<file path="src/rtl/uart_stopwatch_host_pkg.sv">
// Shared definitions for the UART stopwatch host: ASCII command/reply codes,
// FSM state encodings and the default baud divider.
package uart_stopwatch_host_pkg;
    localparam logic [7:0] ASCII_CLEAR = 8'h43;
    localparam logic [7:0] ASCII_GO    = 8'h47;
    localparam logic [7:0] ASCII_STOP  = 8'h53;
    localparam logic [7:0] ASCII_READ  = 8'h52;
    localparam logic [7:0] ASCII_ZERO  = 8'h30;
    localparam logic [7:0] ASCII_DOT   = 8'h2E;

    localparam logic [2:0] ST_IDLE     = 3'd0;
    localparam logic [2:0] ST_SEND_CMD = 3'd1;
    localparam logic [2:0] ST_RX_D3    = 3'd2;
    localparam logic [2:0] ST_RX_D2    = 3'd3;
    localparam logic [2:0] ST_RX_DOT   = 3'd4;
    localparam logic [2:0] ST_RX_D1    = 3'd5;
    localparam logic [2:0] ST_RX_D0    = 3'd6;

    localparam int DEFAULT_BAUD_DIV = 163;

    function automatic logic is_digit(input logic [7:0] b);
        return (b >= ASCII_ZERO) && (b <= ASCII_ZERO + 8'd9);
    endfunction
endpackage

</file>
<file path="src/rtl/uart_rx.sv">
// 8N1 UART receiver; samples mid-bit using a 16x oversampling tick.
module uart_rx (
    input  logic       clk,
    input  logic       reset,
    input  logic       rx,
    input  logic       s_tick,
    output logic       rx_done_tick,
    output logic [7:0] dout
);
    localparam logic [1:0] S_IDLE = 2'd0, S_START = 2'd1, S_DATA = 2'd2, S_STOP = 2'd3;

    logic [1:0] state_q, state_d;
    logic [3:0] s_q, s_d;
    logic [2:0] n_q, n_d;
    logic [7:0] b_q, b_d;

    always_ff @(posedge clk or posedge reset) begin
        if (reset) begin
            state_q <= S_IDLE;
            s_q     <= '0;
            n_q     <= '0;
            b_q     <= '0;
        end else begin
            state_q <= state_d;
            s_q     <= s_d;
            n_q     <= n_d;
            b_q     <= b_d;
        end
    end

    always_comb begin
        state_d      = state_q;
        s_d          = s_q;
        n_d          = n_q;
        b_d          = b_q;
        rx_done_tick = 1'b0;
        case (state_q)
            S_IDLE: begin
                if (!rx) begin
                    state_d = S_START;
                    s_d     = '0;
                end
            end
            S_START: begin
                if (s_tick) begin
                    if (s_q == 4'd7) begin
                        state_d = S_DATA;
                        s_d     = '0;
                        n_d     = '0;
                    end else begin
                        s_d = s_q + 4'd1;
                    end
                end
            end
            S_DATA: begin
                if (s_tick) begin
                    if (s_q == 4'd15) begin
                        s_d = '0;
                        b_d = {rx, b_q[7:1]};
                        if (n_q == 3'd7) state_d = S_STOP;
                        else             n_d = n_q + 3'd1;
                    end else begin
                        s_d = s_q + 4'd1;
                    end
                end
            end
            default: begin
                if (s_tick) begin
                    if (s_q == 4'd15) begin
                        state_d      = S_IDLE;
                        rx_done_tick = 1'b1;
                    end else begin
                        s_d = s_q + 4'd1;
                    end
                end
            end
        endcase
    end

    assign dout = b_q;
endmodule

</file>
<file path="src/rtl/uart_stopwatch_host_baud.sv">
// 16x oversampling baud tick: one-cycle tick every BAUD_DIV+1 clocks.
module baud_tick_gen
    import uart_stopwatch_host_pkg::*;
#(
    parameter int BAUD_DIV = DEFAULT_BAUD_DIV
) (
    input  logic clk,
    input  logic reset,
    output logic tick
);
    localparam int CW = (BAUD_DIV < 1) ? 1 : $clog2(BAUD_DIV + 1);
    localparam logic [CW-1:0] DIV_LAST = CW'(BAUD_DIV);

    logic [CW-1:0] count_q, count_d;

    assign tick = (count_q == DIV_LAST);

    always_comb begin
        count_d = tick ? '0 : count_q + 1'b1;
    end

    always_ff @(posedge clk or posedge reset) begin
        if (reset) count_q <= '0;
        else       count_q <= count_d;
    end
endmodule

</file>
<file path="src/rtl/uart_tx.sv">
// 8N1 UART transmitter driven by a 16x oversampling tick; tx is registered.
module uart_tx (
    input  logic       clk,
    input  logic       reset,
    input  logic       tx_start,
    input  logic       s_tick,
    input  logic [7:0] din,
    output logic       tx_done_tick,
    output logic       tx
);
    localparam logic [1:0] S_IDLE = 2'd0, S_START = 2'd1, S_DATA = 2'd2, S_STOP = 2'd3;

    logic [1:0] state_q, state_d;
    logic [3:0] s_q, s_d;
    logic [2:0] n_q, n_d;
    logic [7:0] b_q, b_d;
    logic       tx_q, tx_d;

    always_ff @(posedge clk or posedge reset) begin
        if (reset) begin
            state_q <= S_IDLE;
            s_q     <= '0;
            n_q     <= '0;
            b_q     <= '0;
            tx_q    <= 1'b1;
        end else begin
            state_q <= state_d;
            s_q     <= s_d;
            n_q     <= n_d;
            b_q     <= b_d;
            tx_q    <= tx_d;
        end
    end

    always_comb begin
        state_d      = state_q;
        s_d          = s_q;
        n_d          = n_q;
        b_d          = b_q;
        tx_d         = tx_q;
        tx_done_tick = 1'b0;
        case (state_q)
            S_IDLE: begin
                tx_d = 1'b1;
                if (tx_start) begin
                    state_d = S_START;
                    s_d     = '0;
                    b_d     = din;
                end
            end
            S_START: begin
                tx_d = 1'b0;
                if (s_tick) begin
                    if (s_q == 4'd15) begin
                        state_d = S_DATA;
                        s_d     = '0;
                        n_d     = '0;
                    end else begin
                        s_d = s_q + 4'd1;
                    end
                end
            end
            S_DATA: begin
                tx_d = b_q[0];
                if (s_tick) begin
                    if (s_q == 4'd15) begin
                        s_d = '0;
                        b_d = b_q >> 1;
                        if (n_q == 3'd7) state_d = S_STOP;
                        else             n_d = n_q + 3'd1;
                    end else begin
                        s_d = s_q + 4'd1;
                    end
                end
            end
            default: begin
                tx_d = 1'b1;
                if (s_tick) begin
                    if (s_q == 4'd15) begin
                        state_d      = S_IDLE;
                        tx_done_tick = 1'b1;
                    end else begin
                        s_d = s_q + 4'd1;
                    end
                end
            end
        endcase
    end

    assign tx = tx_q;
endmodule

</file>
<file path="src/rtl/uart_stopwatch_host.sv">
// Host-side initiator for the UART stopwatch: sends C/G/S/R commands and, on a
// read, parses the "dd.dd" reply into four BCD digits.
module uart_stopwatch_host
    import uart_stopwatch_host_pkg::*;
#(
    parameter int BAUD_DIV      = DEFAULT_BAUD_DIV,
    parameter int TIMEOUT_TICKS = 2048
) (
    input  logic       clk,
    input  logic       reset,
    input  logic       cmd_clear,
    input  logic       cmd_go,
    input  logic       cmd_stop,
    input  logic       cmd_read,
    input  logic       rx,
    output logic       tx,
    output logic       busy,
    output logic       time_valid,
    output logic       err_format,
    output logic       err_timeout,
    output logic [3:0] d3,
    output logic [3:0] d2,
    output logic [3:0] d1,
    output logic [3:0] d0
);
    localparam int TW = $clog2(TIMEOUT_TICKS + 1);
    localparam logic [TW-1:0] TO_LAST = TW'(TIMEOUT_TICKS);

    logic       baud_tick;
    logic       tx_start;
    logic       tx_done_tick;
    logic       rx_done_tick;
    logic [7:0] rx_data;
    logic       byte_ok;

    logic [1:0]    rx_sync_q, rx_sync_d;
    logic [2:0]    state_q, state_d;
    logic [7:0]    cmd_q, cmd_d;
    logic [11:0]   shadow_q, shadow_d;
    logic [15:0]   digits_q, digits_d;
    logic [TW-1:0] to_cnt_q, to_cnt_d;
    logic          time_valid_q, time_valid_d;
    logic          err_format_q, err_format_d;
    logic          err_timeout_q, err_timeout_d;

    baud_tick_gen #(.BAUD_DIV(BAUD_DIV)) u_baud (
        .clk  (clk),
        .reset(reset),
        .tick (baud_tick)
    );

    uart_tx u_tx (
        .clk         (clk),
        .reset       (reset),
        .tx_start    (tx_start),
        .s_tick      (baud_tick),
        .din         (cmd_q),
        .tx_done_tick(tx_done_tick),
        .tx          (tx)
    );

    // rx comes from another board, so it is synchronised before the receiver sees it.
    uart_rx u_rx (
        .clk         (clk),
        .reset       (reset),
        .rx          (rx_sync_q[1]),
        .s_tick      (baud_tick),
        .rx_done_tick(rx_done_tick),
        .dout        (rx_data)
    );

    assign tx_start = (state_q == ST_SEND_CMD);

    always_comb begin
        rx_sync_d     = {rx_sync_q[0], rx};
        state_d       = state_q;
        cmd_d         = cmd_q;
        shadow_d      = shadow_q;
        digits_d      = digits_q;
        to_cnt_d      = to_cnt_q;
        time_valid_d  = 1'b0;
        err_format_d  = 1'b0;
        err_timeout_d = 1'b0;
        byte_ok       = (state_q == ST_RX_DOT) ? (rx_data == ASCII_DOT) : is_digit(rx_data);
        case (state_q)
            ST_IDLE: begin
                if (cmd_clear | cmd_stop | cmd_go | cmd_read) begin
                    state_d = ST_SEND_CMD;
                    if (cmd_clear)     cmd_d = ASCII_CLEAR;
                    else if (cmd_stop) cmd_d = ASCII_STOP;
                    else if (cmd_go)   cmd_d = ASCII_GO;
                    else               cmd_d = ASCII_READ;
                end
            end
            ST_SEND_CMD: begin
                if (tx_done_tick) begin
                    state_d  = (cmd_q == ASCII_READ) ? ST_RX_D3 : ST_IDLE;
                    to_cnt_d = '0;
                end
            end
            ST_RX_D3, ST_RX_D2, ST_RX_DOT, ST_RX_D1, ST_RX_D0: begin
                // A byte completing on the expiry cycle takes precedence over the timeout.
                if (rx_done_tick) begin
                    to_cnt_d = '0;
                    if (!byte_ok) begin
                        err_format_d = 1'b1;
                        state_d      = ST_IDLE;
                    end else begin
                        case (state_q)
                            ST_RX_D3: begin
                                shadow_d[11:8] = rx_data[3:0];
                                state_d        = ST_RX_D2;
                            end
                            ST_RX_D2: begin
                                shadow_d[7:4] = rx_data[3:0];
                                state_d       = ST_RX_DOT;
                            end
                            ST_RX_DOT: state_d = ST_RX_D1;
                            ST_RX_D1: begin
                                shadow_d[3:0] = rx_data[3:0];
                                state_d       = ST_RX_D0;
                            end
                            default: begin
                                digits_d     = {shadow_q, rx_data[3:0]};
                                time_valid_d = 1'b1;
                                state_d      = ST_IDLE;
                            end
                        endcase
                    end
                end else if (to_cnt_q == TO_LAST) begin
                    err_timeout_d = 1'b1;
                    state_d       = ST_IDLE;
                end else if (baud_tick) begin
                    to_cnt_d = to_cnt_q + 1'b1;
                end
            end
            default: state_d = ST_IDLE;
        endcase
    end

    always_ff @(posedge clk or posedge reset) begin
        if (reset) begin
            rx_sync_q     <= 2'b11;
            state_q       <= ST_IDLE;
            cmd_q         <= '0;
            shadow_q      <= '0;
            digits_q      <= '0;
            to_cnt_q      <= '0;
            time_valid_q  <= 1'b0;
            err_format_q  <= 1'b0;
            err_timeout_q <= 1'b0;
        end else begin
            rx_sync_q     <= rx_sync_d;
            state_q       <= state_d;
            cmd_q         <= cmd_d;
            shadow_q      <= shadow_d;
            digits_q      <= digits_d;
            to_cnt_q      <= to_cnt_d;
            time_valid_q  <= time_valid_d;
            err_format_q  <= err_format_d;
            err_timeout_q <= err_timeout_d;
        end
    end

    assign busy             = (state_q != ST_IDLE);
    assign time_valid       = time_valid_q;
    assign err_format       = err_format_q;
    assign err_timeout      = err_timeout_q;
    assign {d3, d2, d1, d0} = digits_q;
endmodule
</file>
<file path="config.mk">
export PLATFORM = sky130hd
export DESIGN_NAME = uart_stopwatch_host
export DESIGN_NICKNAME = d
export VERILOG_FILES = /design/src/rtl/uart_stopwatch_host_pkg.sv /design/src/rtl/uart_rx.sv /design/src/rtl/uart_stopwatch_host_baud.sv /design/src/rtl/uart_tx.sv /design/src/rtl/uart_stopwatch_host.sv
export SDC_FILE = /design/constraint.sdc
export NUM_CORES = 1
export LEC_CHECK = 0
export BUFFER_PORTS_ARGS = -buffer_cell sky130_fd_sc_hd__buf_2
export CORE_MARGIN = 4
export CORE_UTILIZATION = 66
export CTS_CLUSTER_SIZE = 24
export DETAILED_ROUTE_END_ITERATION = 10
export PLACE_DENSITY = 0.95
export SLEW_MARGIN = 20
export SYNTH_ARGS = -nofsm -noshare
export SYNTH_HDL_FRONTEND = slang
export SYNTH_HIERARCHICAL = 1
export SYNTH_SLANG_ARGS = --single-unit
</file>
<file path="constraint.sdc">
create_clock -name clk -period 5.3 [get_ports clk]
set_input_delay 1.06 -clock clk [delete_from_list [all_inputs] [get_ports clk]]
set_output_delay 1.06 -clock clk [all_outputs]
set_load 0.01 [all_outputs]
</file>
# Word-level counts from Yosys, hierarchy flattened
# Cells that the tools add are included.
[word_totals]
ff_bits = 99
out_inout_bits = 21
in_bits = 7
[op_classes]
order_cmp = 2
reduce_logical = 33
bitwise = 4
mux = 83
eq_ne = 41
n_addsub = 6
[op_table]
columns = ["cell", "count"]
rows = [
  ["$mux W12", 4],
  ["$mux W4", 12],
  ["$mux W3", 15],
  ["$mux W2", 17],
  ["$mux W8", 4],
  ["$reduce_and A4 Y1", 7],
  ["$pmux W12 S2", 1],
  ["$ne A2 B2 Y1 const B", 9],
  ["$mux W1", 17],
  ["$ne A2 B1 Y1 const B", 8],
  ["$pmux W8 S2", 1],
  ["$reduce_and A8 Y1", 2],
  ["$eq A3 B3 Y1 const B", 5],
  ["$mux W5", 3],
  ["$reduce_bool A2 Y1", 7],
  ["$add A12 B1 Y12 const B", 1],
  ["$eq A12 B12 Y1 const B", 1],
  ["$pmux W2 S3", 2],
  ["$pmux W3 S2", 2],
  ["$pmux W3 S4", 1],
  ["$pmux W4 S3", 1],
  ["$reduce_and A6 Y1", 2],
  ["$ne A3 B3 Y1 const B", 3],
  ["$pmux W3 S3", 1],
  ["other kinds (31)", 43],
]

# Longest topological paths before layout
# Gate-level depths: netlist (run 1).
[logic_depth]
depth_word = 6
mapped_depth = 8
depth_no_buf = 7

# Modules after synthesis
# The synthesis (run 1) kept the hierarchy.
[modules_own_cells]
columns = ["mod", "cells_each", "n_inst", "area_per_inst_um2"]
rows = [
  ["uart_stopwatch_host", 214, 1, 2481.1],
  ["uart_tx", 96, 1, 1122.3],
  ["uart_rx", 83, 1, 1013.5],
  ["baud_tick_gen", 33, 1, 387.9],
]

# Worst setup path before layout (run 1)
# Ideal clock, no wire load.
[synth_path]
path_type = "register to register"
startpoint = "register u_baud.count_q[2]"
endpoint = "register digits_q[1]"
stages_incl_launch_ff = 9
arrival_time_ns = 2.930
setup_slack_ns = 2.243
path_cell_list = "dfrtp_1 nor4b_2 and4b_1 and4_1 and4bb_2 nand4_2 nor3b_4 buf_6 mux2_1"
[synth_via]
elab_chain_len = 4
[synth_lines]
columns = ["element", "line_no", "rtl"]
rows = [
  ["start, declared", "uart_stopwatch_host_baud.sv:14", "logic [CW-1:0] count_q, count_d;"],
  ["start signal, assigned", "uart_stopwatch_host_baud.sv:24", "else count_q <= count_d;"],
  ["$eq A8 B8 Y1", "uart_stopwatch_host_baud.sv:16", "assign tick = (count_q == DIV_LAST);"],
  ["net baud_tick", "uart_stopwatch_host.sv:29", "logic baud_tick;"],
  ["$mux W1", "uart_rx.sv:68", "if (s_tick) begin"],
  ["$mux W1", "uart_rx.sv:37", "case (state_q)"],
  ["net rx_done_tick", "uart_stopwatch_host.sv:32", "logic rx_done_tick;"],
  ["$reduce_and A4 Y1 (no source line)", "n/a", ""],
  ["end signal, assigned", "uart_stopwatch_host.sv:157", "digits_q <= digits_d;"],
  ["end, declared", "uart_stopwatch_host.sv:40", "logic [15:0] digits_q, digits_d;"],
]
# The timed path passes the listed nets, and every way through them passes these cells.
# A chain may end at the register's enable or synchronous reset.

# Worst setup path after layout (run 1)
# Same ends and word-level chain as after synthesis.

==> results of run 1 <==
==> placed cells by master, fill, tap and decap left out, types with 7 or more instances in the layout <==
master and count:
clkbuf_8 9, nor2b_1 11, nor2_1 16, mux2_4 9, o21ai_0 9, o22ai_1 7
inv_1 27, nand2_1 22, nand3_1 12, mux2_1 10, ha_1 19, mux2_2 37
buf_2 27, nor3_1 8, dfrtp_1 92, mux2i_1 11
==> final cells by class <==
| type | instances | share of cell area |
|---|---|---|
| Multi-Input combinational cell | 291 | 0.4521 |
| Inverter | 28 | 0.01944 |
| Clock buffer | 9 | 0.02291 |
| Tap cell | 99 | 0.02291 |
| Sequential cell | 95 | 0.4403 |
| Clock inverter | 7 | 0.01596 |
| Timing Repair Buffer | 28 | 0.02638 |
==> cell families (layout without fill, tap and decap cells) <==
kind of cell,after synthesis,after routing,share of synthesized area
other,1,3,0.0007493
adders and majority gates,19,19,0.04750
xor gates and xnor gates,6,6,0.01050
DFF,95,95,0.4758
AOI/OAI and AO/OA,65,65,0.09900
and+or+nand+nor,131,131,0.1745
buffers and inverters,42,72,0.03725
muxes,67,67,0.1548
==> metal layers <==
metal	GRT usage	routed length, microns	part of all wire	vias up
met5	0	0	0	-
met4	0.09615	282	0.027	0
met3	0.05209	414	0.040	33
met2	0.3965	5233	0.50	118
met1	0.3268	4445	0.43	1770
li1	-	-	-	1599
==> flip-flops by register name, indices dropped and copies added (netlist names), 3 cells and up <==
signal and cells:
u_tx/s_q 4, cmd_q 4, to_cnt_q 12, digits_q 16
u_rx/s_q 4, u_rx/dout 8, u_rx/n_q 3, shadow_q 12
u_baud/count_q 8, state_q 3, u_tx/b_q 8, u_tx/n_q 3
==> final timing paths <==
kind,endpoint,slack [ps],cells past startpoint
hold reg to reg,rx_sync_q[1]$_DFF_PP1_,360,0
max in group asynchronous,cmd_q[0]$_DFFE_PP0P_,3940,3
setup reg to reg,digits_q[1]$_DFFE_PP0P_,1510,7
setup / recovery,digits_q[1]$_DFFE_PP0P_,1510,7
hold / removal,rx_sync_q[1]$_DFF_PP1_,360,0
min in group asynchronous,u_baud/count_q[2]$_DFF_PP0_,670,2
==> through the flow <==
step / worst slack (ps) / util / total power [mW]
2_1_floorplan: 2243 / - / 0.9974
3_3_place_gp: 1811 / 0.7090 / 1.032
3_5_place_dp: 1582 / 0.7090 / 1.047
4_1_cts: 1545 / 0.7377 / 1.552
5_1_grt: 1372 / 0.7377 / 1.618
6_report: 1513 / 0.7377 / 1.553
==> worst reg2reg max path, cell delays in order, from the launching register on <==
cell and delay, ps:
dfrtp_1 450, nor4b_2 370, and4b_1 760, and4_1 400, and4bb_2 300, nand4_2 190, nor3b_4 770, mux2_1 420
==> power by group <==
group | leakage (nW) | total, mW | internal (mW) | switching (mW)
logic | 1.22 | 0.222 | 0.0990 | 0.123
clock network | 0.105 | 0.509 | 0.230 | 0.279
registers | 1.25 | 0.823 | 0.770 | 0.0523
total | 2.58 | 1.55 | 1.10 | 0.454
==> results.yml, run 1 <==
logic_synthesis:
  synth-async-reset-ratio: 1.000
  syn_area_per_cell_sq_um: 11.75
  synth_top_area_cell: "dfrtp_1"
  synthTopCellsByArea: "dfrtp_1 46%, mux2_2 8.3%, ha_1 4.8%"
  synth-warning-count: 6
  synth.most_common_cell: "dfrtp_1"
  synth_cell_types: 77
  yosysSeqAreaShare: 0.4758
  syn_inst: 426
  ys.flop_type: "dfrtp_1"
  yosysTopAreaCellShare: 0.4600
  synth_area_sq_um: 5005
  synth-seq-cells: 95
  synth-edff-count: 0
  netlist_top_cells_count: "92 x dfrtp_1, 37 x mux2_2, 28 x inv_1"
clock_tree:
  clock_latency_ps: 370
  clkSlewWorstSetupHoldPaths_ps: 100
  cts_sinks: 95
  tritoncts: "built"
  h-tree-depth: 3
  cts_root_buffer: "clkbuf_8"
  ctsResizeCount: 0
  post_cts_buffers: 0
  cts_buffers: 9
  holdBufCountCts: 0
  ctsLongestPathBuffers: 2
setup_path:
  startpoint: "u_baud/count_q[2]$_DFF_PP0_"
  critPathArrivalTime_ps: 4030
  worst-endpoint-required_ps: 5550
  path_buf_inv: 0
  slowest_stage: "nor3b_4"
  slowest_delay_ps: 770
  end_kind: "register"
  cp_max_fo: 19
  critPathTopFamily: "simple AND/OR/NAND/NOR gates"
  worst-setup-path-type: "reg2reg"
  cp-start-kind: "register"
  reg2reg_from: "u_baud/count_q[2]$_DFF_PP0_"
  worstPathCellList: "nor4b_2, and4b_1, and4_1, and4bb_2, nand4_2, nor3b_4, mux2_1"
place:
  placed_area_sq_um: 5197
  gp_congestion: 0.8651
  dp_hpwl_mm: 6.918
  port_buffers: 27
  placed_cells: 541
timing:
  finClkSkew_ps: 14.06
  post-route-min-period_ps: 3787
  finalHoldWorstSlack_ps: 362.8
  worst_pin_slew_ps: 947.0
  finalHoldViolations: 0
  min_period_over_period: 0.7145
  finalSetupViolations: 0
  finalSetupTns_ps: 0
  max_slew_margin: 0.3662
  rsz0062_at_grt: "no"
  drv_slew: 0
  max_freq_mhz: 264.1
power:
  power.density_nw_per_um2: 287.2
  ir_worst_vdd_uv: 264.0
  p_leak_nw: 2.575
global_route:
  grt_pass1_vias: 3556
  gr-usage-all-layers: 0.2459
  antenna_found_initial: 0
  grt_max_degree: 53
  gr-total-overflow: 0
  grt_pass1_wl_mm: 17.19
final_layout:
  areaGrowthSynthToFinish_pct: 8.050
  n_fill_cell: 440
  diodes: 0
  multi_input_area_sq_um: 2445
  layout.nets: 479
  seq_area_sq_um: 2381
  drive_above_1_share: 0.2620
  instances_no_fill: 557
  stdcell_area_sq_um: 5408
hold_path:
  hold_path.startpoint: "rx_sync_q[0]$_DFF_PP1_"
  hold_path_class: "reg2reg"
detailed_routing:
  wirelength_mm: 10.38
  viasPerCell: 6.320
  route.antenna.remaining_nets: 0
  dr.first_iter.drc_count: 327
  wl_per_cell_microns: 18.63
  drc: 0
  first_pass_iters: 5
  vias: 3520
die:
  dieWidth_microns: 95.08
  die_h_microns: 95.08
  pin_count: 28
  initial_core_util: 0.6827
  die-area_sq_um: 9040
  fp.coreArea_sq_um: 7331
  num_rows: 31
run_status:
  status: "complete, no violations"
flow_run:
  drv_cap: 0
Note: power is estimated with default switching activity, not from simulation.
==> inputs of run 2 (changes only) <==
- ABC_AREA: default -> 1
- CORE_UTILIZATION: 66 -> 56
- PLACE_DENSITY: 0.95 -> 0.89
- clock period: 5.3 -> 3.2 ns (I/O delays scaled with it)
==> run 2 against run 1 <==
Effect of this change: global-route usage decreased by 4.2 points; maximum frequency increased by 36%; synthesized area rose by 6.1%; critical path type unchanged; synthesized cell count grew 62%; power grew 71%; register-to-register slack worse by 1100 ps; die area rose by 23%; sequential cell count stayed put; non-clock buffer count rose by 1; wire length is 0.53% higher.
==> results.yml, run 2 <==
clock_tree:
  h-tree-depth: 3
  holdBufCountCts: 0
  ctsLongestPathBuffers: 2
  clkSlewWorstSetupHoldPaths_ps: 100
  cts_root_buffer: "clkbuf_8"
  cts_buffers: 9
  ctsResizeCount: 0
  tritoncts: "built"
  post_cts_buffers: 0
  clock_latency_ps: 360
  cts_sinks: 95
logic_synthesis:
  netlist_top_cells_count: "241 x nand2_1, 92 x dfrtp_1, 72 x inv_1"
  synth_top_area_cell: "dfrtp_1"
  synth-seq-cells: 95
  synth-async-reset-ratio: 1.000
  synth-warning-count: 6
  ys.flop_type: "dfrtp_1"
  synth.most_common_cell: "nand2_1"
  synth_cell_types: 37
  synthTopCellsByArea: "dfrtp_1 43%, nand2_1 17%, nand3_1 5.9%"
  synth-edff-count: 0
  syn_inst: 690
  syn_area_per_cell_sq_um: 7.694
  synth_area_sq_um: 5309
  yosysSeqAreaShare: 0.4485
  yosysTopAreaCellShare: 0.4337
power:
  power.density_nw_per_um2: 467.7
  p_leak_nw: 3.047
  ir_worst_vdd_uv: 301.1
die:
  pin_count: 28
  die-area_sq_um: 11100
  die_h_microns: 105.4
  num_rows: 35
  initial_core_util: 0.5745
  dieWidth_microns: 105.4
  fp.coreArea_sq_um: 9240
timing:
  max_slew_margin: 0.3959
  drv_slew: 0
  finClkSkew_ps: 11.72
  finalHoldViolations: 0
  rsz0062_at_grt: "no"
  min_period_over_period: 0.8672
  post-route-min-period_ps: 2775
  finalSetupViolations: 0
  finalSetupTns_ps: 0
  worst_pin_slew_ps: 905.0
  max_freq_mhz: 360.4
global_route:
  antenna_found_initial: 0
  grt_max_degree: 53
  gr-usage-all-layers: 0.2041
  grt_pass1_wl_mm: 18.86
  gr-total-overflow: 0
  grt_pass1_vias: 4258
setup_path:
  worst-endpoint-required_ps: 3450
  critPathArrivalTime_ps: 3030
  end_kind: "register"
  startpoint: "u_baud/count_q[0]$_DFF_PP0_"
  cp-start-kind: "register"
  worst-setup-path-type: "reg2reg"
  cp_max_fo: 33
  reg2reg_from: "u_baud/count_q[0]$_DFF_PP0_"
detailed_routing:
  route.antenna.remaining_nets: 0
  wl_per_cell_microns: 12.26
  viasPerCell: 5.255
  wirelength_mm: 10.43
  vias: 4472
  drc: 0
  first_pass_iters: 5
  dr.first_iter.drc_count: 257
run_status:
  status: "complete, no violations"
final_layout:
  mostFrequentLayoutCells: "241 x nand2_1, 92 x dfrtp_1, 71 x inv_1, 63 x nand3_1, 54 x nor2_1"
  reg.largest.list: "digits_q (16), shadow_q (12), to_cnt_q (12)"
  areaGrowthSynthToFinish_pct: 7.047
  largest_reg_flops: 16
  diodes: 0
  regMostFlops: "digits_q"
  final_util: 0.6150
  layout.nets: 743
  final_common_cell: "nand2_1"
  n_fill_cell: 768
  drive_above_1_share: 0.1343
place:
  dp_hpwl_mm: 7.648
  gp_congestion: 0.9004
  port_buffers: 27
flow_run:
  drv_cap: 0
hold_path:
  hold_path_class: "in2async"
-- run 2: kinds of logic (layout without fill, tap and decap cells) --
family | Yosys count | count (layout) | synth area share
simple gates | 417 | 417 | 0.3481
flops | 95 | 95 | 0.4485
buf+inv | 95 | 125 | 0.08178
compound gates | 59 | 59 | 0.06953
fa+ha+maj | 19 | 19 | 0.04478
xor+xnor | 4 | 4 | 0.006600
other cells | 1 | 3 | 0.0007064
-- run 2: power breakdown --
| group | total [mW] | switching (mW) | internal [mW] |
|---|---|---|---|
| logic | 0.537 | 0.395 | 0.142 |
| registers | 1.36 | 0.0779 | 1.29 |
| clock network | 0.757 | 0.443 | 0.315 |
| total | 2.66 | 0.915 | 1.74 |
-- run 2: final timing paths --
| kind | endpoint | slack (ps) | depth (start not counted) |
|---|---|---|---|
| setup / recovery | digits_q[5]$_DFFE_PP0P_ | 430 | 11 |
| hold / removal | u_baud/count_q[0]$_DFF_PP0_ | 250 | 2 |
| setup reg to reg | digits_q[5]$_DFFE_PP0P_ | 430 | 11 |
| hold reg to reg | rx_sync_q[1]$_DFF_PP1_ | 360 | 0 |
| max in group asynchronous | shadow_q[10]$_DFFE_PP0P_ | 2190 | 2 |
| min in group clk | rx_sync_q[1]$_DFF_PP1_ | 360 | 0 |
-- run 2: area by class of cell --
type | count | area (sq um) | area share
Inverter | 80 | 301.5 | 0.05306
Multi-Input combinational cell | 502 | 2501 | 0.4401
Clock inverter | 6 | 50.05 | 0.008807
Clock buffer | 10 | 137.6 | 0.02422
Tap cell | 129 | 161.4 | 0.02840
Timing Repair Buffer | 29 | 150.1 | 0.02642
Sequential cell | 95 | 2381 | 0.4190
-- run 2: stage by stage --
step	power, mW	area (sq um)	setup WS (ps)	std cells	hold slack [ps]
after floorplan	1.842	5316	475.0	692	345.2
after global placement	1.894	5494	602.1	835	348.9
after detailed placement	1.921	5494	438.7	835	348.9
after CTS	2.674	5682	410.2	851	248.6
after global routing	2.835	5683	171.8	851	271.0
final	2.658	5683	425.0	851	247.9
-- run 2: worst max-delay path: stages (launching register included) --
cell and delay [ps]:
dfrtp_1 400, ha_1 240, nand4_1 120, nor2_1 230, inv_2 70, nor3_1 170
buf_4 170, inv_1 190, nor2_4 620, nand2_4 250, nand2_1 140, nand2_1 60
-- run 2: metal layers --
layer  vias up  wire length, microns  GRT usage
met5         -                     0          0
met1      2115                  4735     0.2638
met2        89                  5129     0.3415
met4         0                   229    0.07216
met3        27                   336    0.04042
li1       2241                     -          -
==> inputs of run 3 (changes only) <==
- CORE_UTILIZATION: 56 -> 66
- PLACE_DENSITY: 0.89 -> 0.95
- clock period: 3.2 -> 3.32 ns (I/O delays scaled with it)
==> run 3 against run 2 <==
Effect of this change: die area shrank 14%; wire length grew 9.9%; cell area shrank 0.55%; sequential share of layout area grew 0.23 points; worst hold slack gained 27 ps; non-clock buffer count grew 1; final cell count shrank 3.1%; critical path depth is the same; clock-buffer cell count shrank 1; via count grew 5.4%; global-route usage grew 4.5 points; critical endpoint is now digits_q[0]$_DFFE_PP0P_; highest routed layer unchanged.
==> results.yml, run 3 (synthesized netlist as in run 2, its figures left out) <==
run_status:
  status: "complete, no violations"
clock_tree:
  tritoncts: "built"
  h-tree-depth: 3
  clkSlewWorstSetupHoldPaths_ps: 90
  cts_root_buffer: "clkbuf_8"
  holdBufCountCts: 0
  clock_latency_ps: 380
  post_cts_buffers: 0
  cts_buffers: 9
  cts_sinks: 95
  ctsResizeCount: 0
  ctsLongestPathBuffers: 2
die:
  die-area_sq_um: 9542
  pin_count: 28
  dieWidth_microns: 97.69
  fp.coreArea_sq_um: 7767
  die_h_microns: 97.69
  num_rows: 32
  initial_core_util: 0.6835
detailed_routing:
  dr.first_iter.drc_count: 459
  viasPerCell: 5.715
  met3_length_microns: 836
  wl_met2_mm: 5.765
  met1Wirelength_mm: 4.580
  drc: 0
  wl_per_cell_microns: 13.90
  vias: 4715
  top_layer_used: "met4"
  route.antenna.remaining_nets: 0
  first_pass_iters: 5
  wirelength_mm: 11.47
timing:
  min_period_over_period: 0.7714
  finalSetupTns_ps: 0
  post-route-min-period_ps: 2561
  finClkSkew_ps: 21.22
  finalHoldViolations: 0
  max_freq_mhz: 390.5
  drv_slew: 0
  max_slew_margin: 0.4011
  rsz0062_at_grt: "no"
  worst_pin_slew_ps: 898.4
  finalSetupViolations: 0
final_layout:
  n_fill_cell: 517
  areaGrowthSynthToFinish_pct: 6.458
  largest_reg_flops: 16
  drive_above_1_share: 0.1355
  mostFrequentLayoutCells: "241 x nand2_1, 92 x dfrtp_1, 71 x inv_1, 63 x nand3_1, 54 x nor2_1"
  reg.largest.list: "digits_q (16), shadow_q (12), to_cnt_q (12)"
  stdcell_area_sq_um: 5652
  diodes: 0
  multi_input_area_sq_um: 2501
  layout.nets: 744
  seq_area_sq_um: 2381
  regMostFlops: "digits_q"
  final_common_cell: "nand2_1"
place:
  gp_congestion: 0.9238
  dp_hpwl_mm: 8.118
  port_buffers: 27
  placed_area_sq_um: 5468
setup_path:
  worst-setup-path-type: "reg2reg"
  end_kind: "register"
  critPathArrivalTime_ps: 2860
  cp-start-kind: "register"
  cp_max_fo: 23
  worst-endpoint-required_ps: 3620
global_route:
  grt_max_degree: 53
  gr-total-overflow: 0
  grt_pass1_wl_mm: 19.75
  gr-usage-all-layers: 0.2487
  antenna_found_initial: 0
  grt_pass1_vias: 4419
flow_run:
  drv_cap: 0
power:
  ir_worst_vdd_uv: 250.6
  p_leak_nw: 3.041
  power.density_nw_per_um2: 454.0
hold_path:
  hold_path_class: "in2async"
run 3: changes by cell type in the layout (fill, tap and decap cells not counted), sizes merged:
cell	delta
clkinv	+2
buf	+1
clkbuf	-1
clkinvlp	+2
inv	-3
run 3: power by group:
| group | internal, mW | switching, mW | total, mW | leakage [nW] |
|---|---|---|---|---|
| Combinational | 0.137 | 0.396 | 0.533 | 1.70 |
| Clock | 0.280 | 0.437 | 0.716 | 0.0796 |
| Sequential | 1.24 | 0.0771 | 1.32 | 1.27 |
| Total | 1.66 | 0.910 | 2.57 | 3.04 |
run 3: cell type report:
class	instances	share of cell area
flip-flops and latches	95	0.4213
clock buffers	9	0.02192
clock inverters	7	0.01041
repair buffers	30	0.02789
multi-input cells	502	0.4426
well taps	102	0.02258
inverters	80	0.05335
run 3: layer usage:
| metal | track usage | up-vias |
|---|---|---|
| met5 | 0 | - |
| met4 | 0.08200 | 0 |
| met3 | 0.04594 | 38 |
| met2 | 0.4296 | 229 |
| met1 | 0.3153 | 2207 |
| li1 | - | 2241 |
run 3: critical path, cell delays in order (launching register included):
cell     delay [ps]
dfrtp_1         380
ha_1            230
nand4_1         120
nor2_1          180
inv_2            60
nor3_1          160
buf_4           170
inv_1           190
nor2_4          500
buf_4           280
nand3_1         110
nand2_1         110
run 3: through the flow:
stage               cells    util  power [mW]  worst slack [ps]  hold slack (ps)
detailed placement    809  0.7039       1.856             768.7            347.8
global route          825  0.7276       2.704             576.3            288.7
finish                825  0.7276       2.566             759.1            274.8
CTS                   825  0.7274       2.565             778.7            271.9
floorplan             692       -       1.775             595.0            345.2
global placement      809  0.7039       1.821             932.8            345.2
run 3: worst paths after layout:
check                                                 start                          end  slack (ps)  cells after the start
worst min register to register       rx_sync_q[0]$_DFF_PP1_       rx_sync_q[1]$_DFF_PP1_         360                      0
worst max register to register  u_baud/count_q[0]$_DFF_PP0_      digits_q[0]$_DFFE_PP0P_         760                     11
worst max-delay path            u_baud/count_q[0]$_DFF_PP0_      digits_q[0]$_DFFE_PP0P_         760                     11
worst min-delay path                                  reset  u_baud/count_q[1]$_DFF_PP0_         270                      2
min in group clk                     rx_sync_q[0]$_DFF_PP1_       rx_sync_q[1]$_DFF_PP1_         360                      0
max in group asynchronous                             reset      digits_q[4]$_DFFE_PP0P_        2310                      2
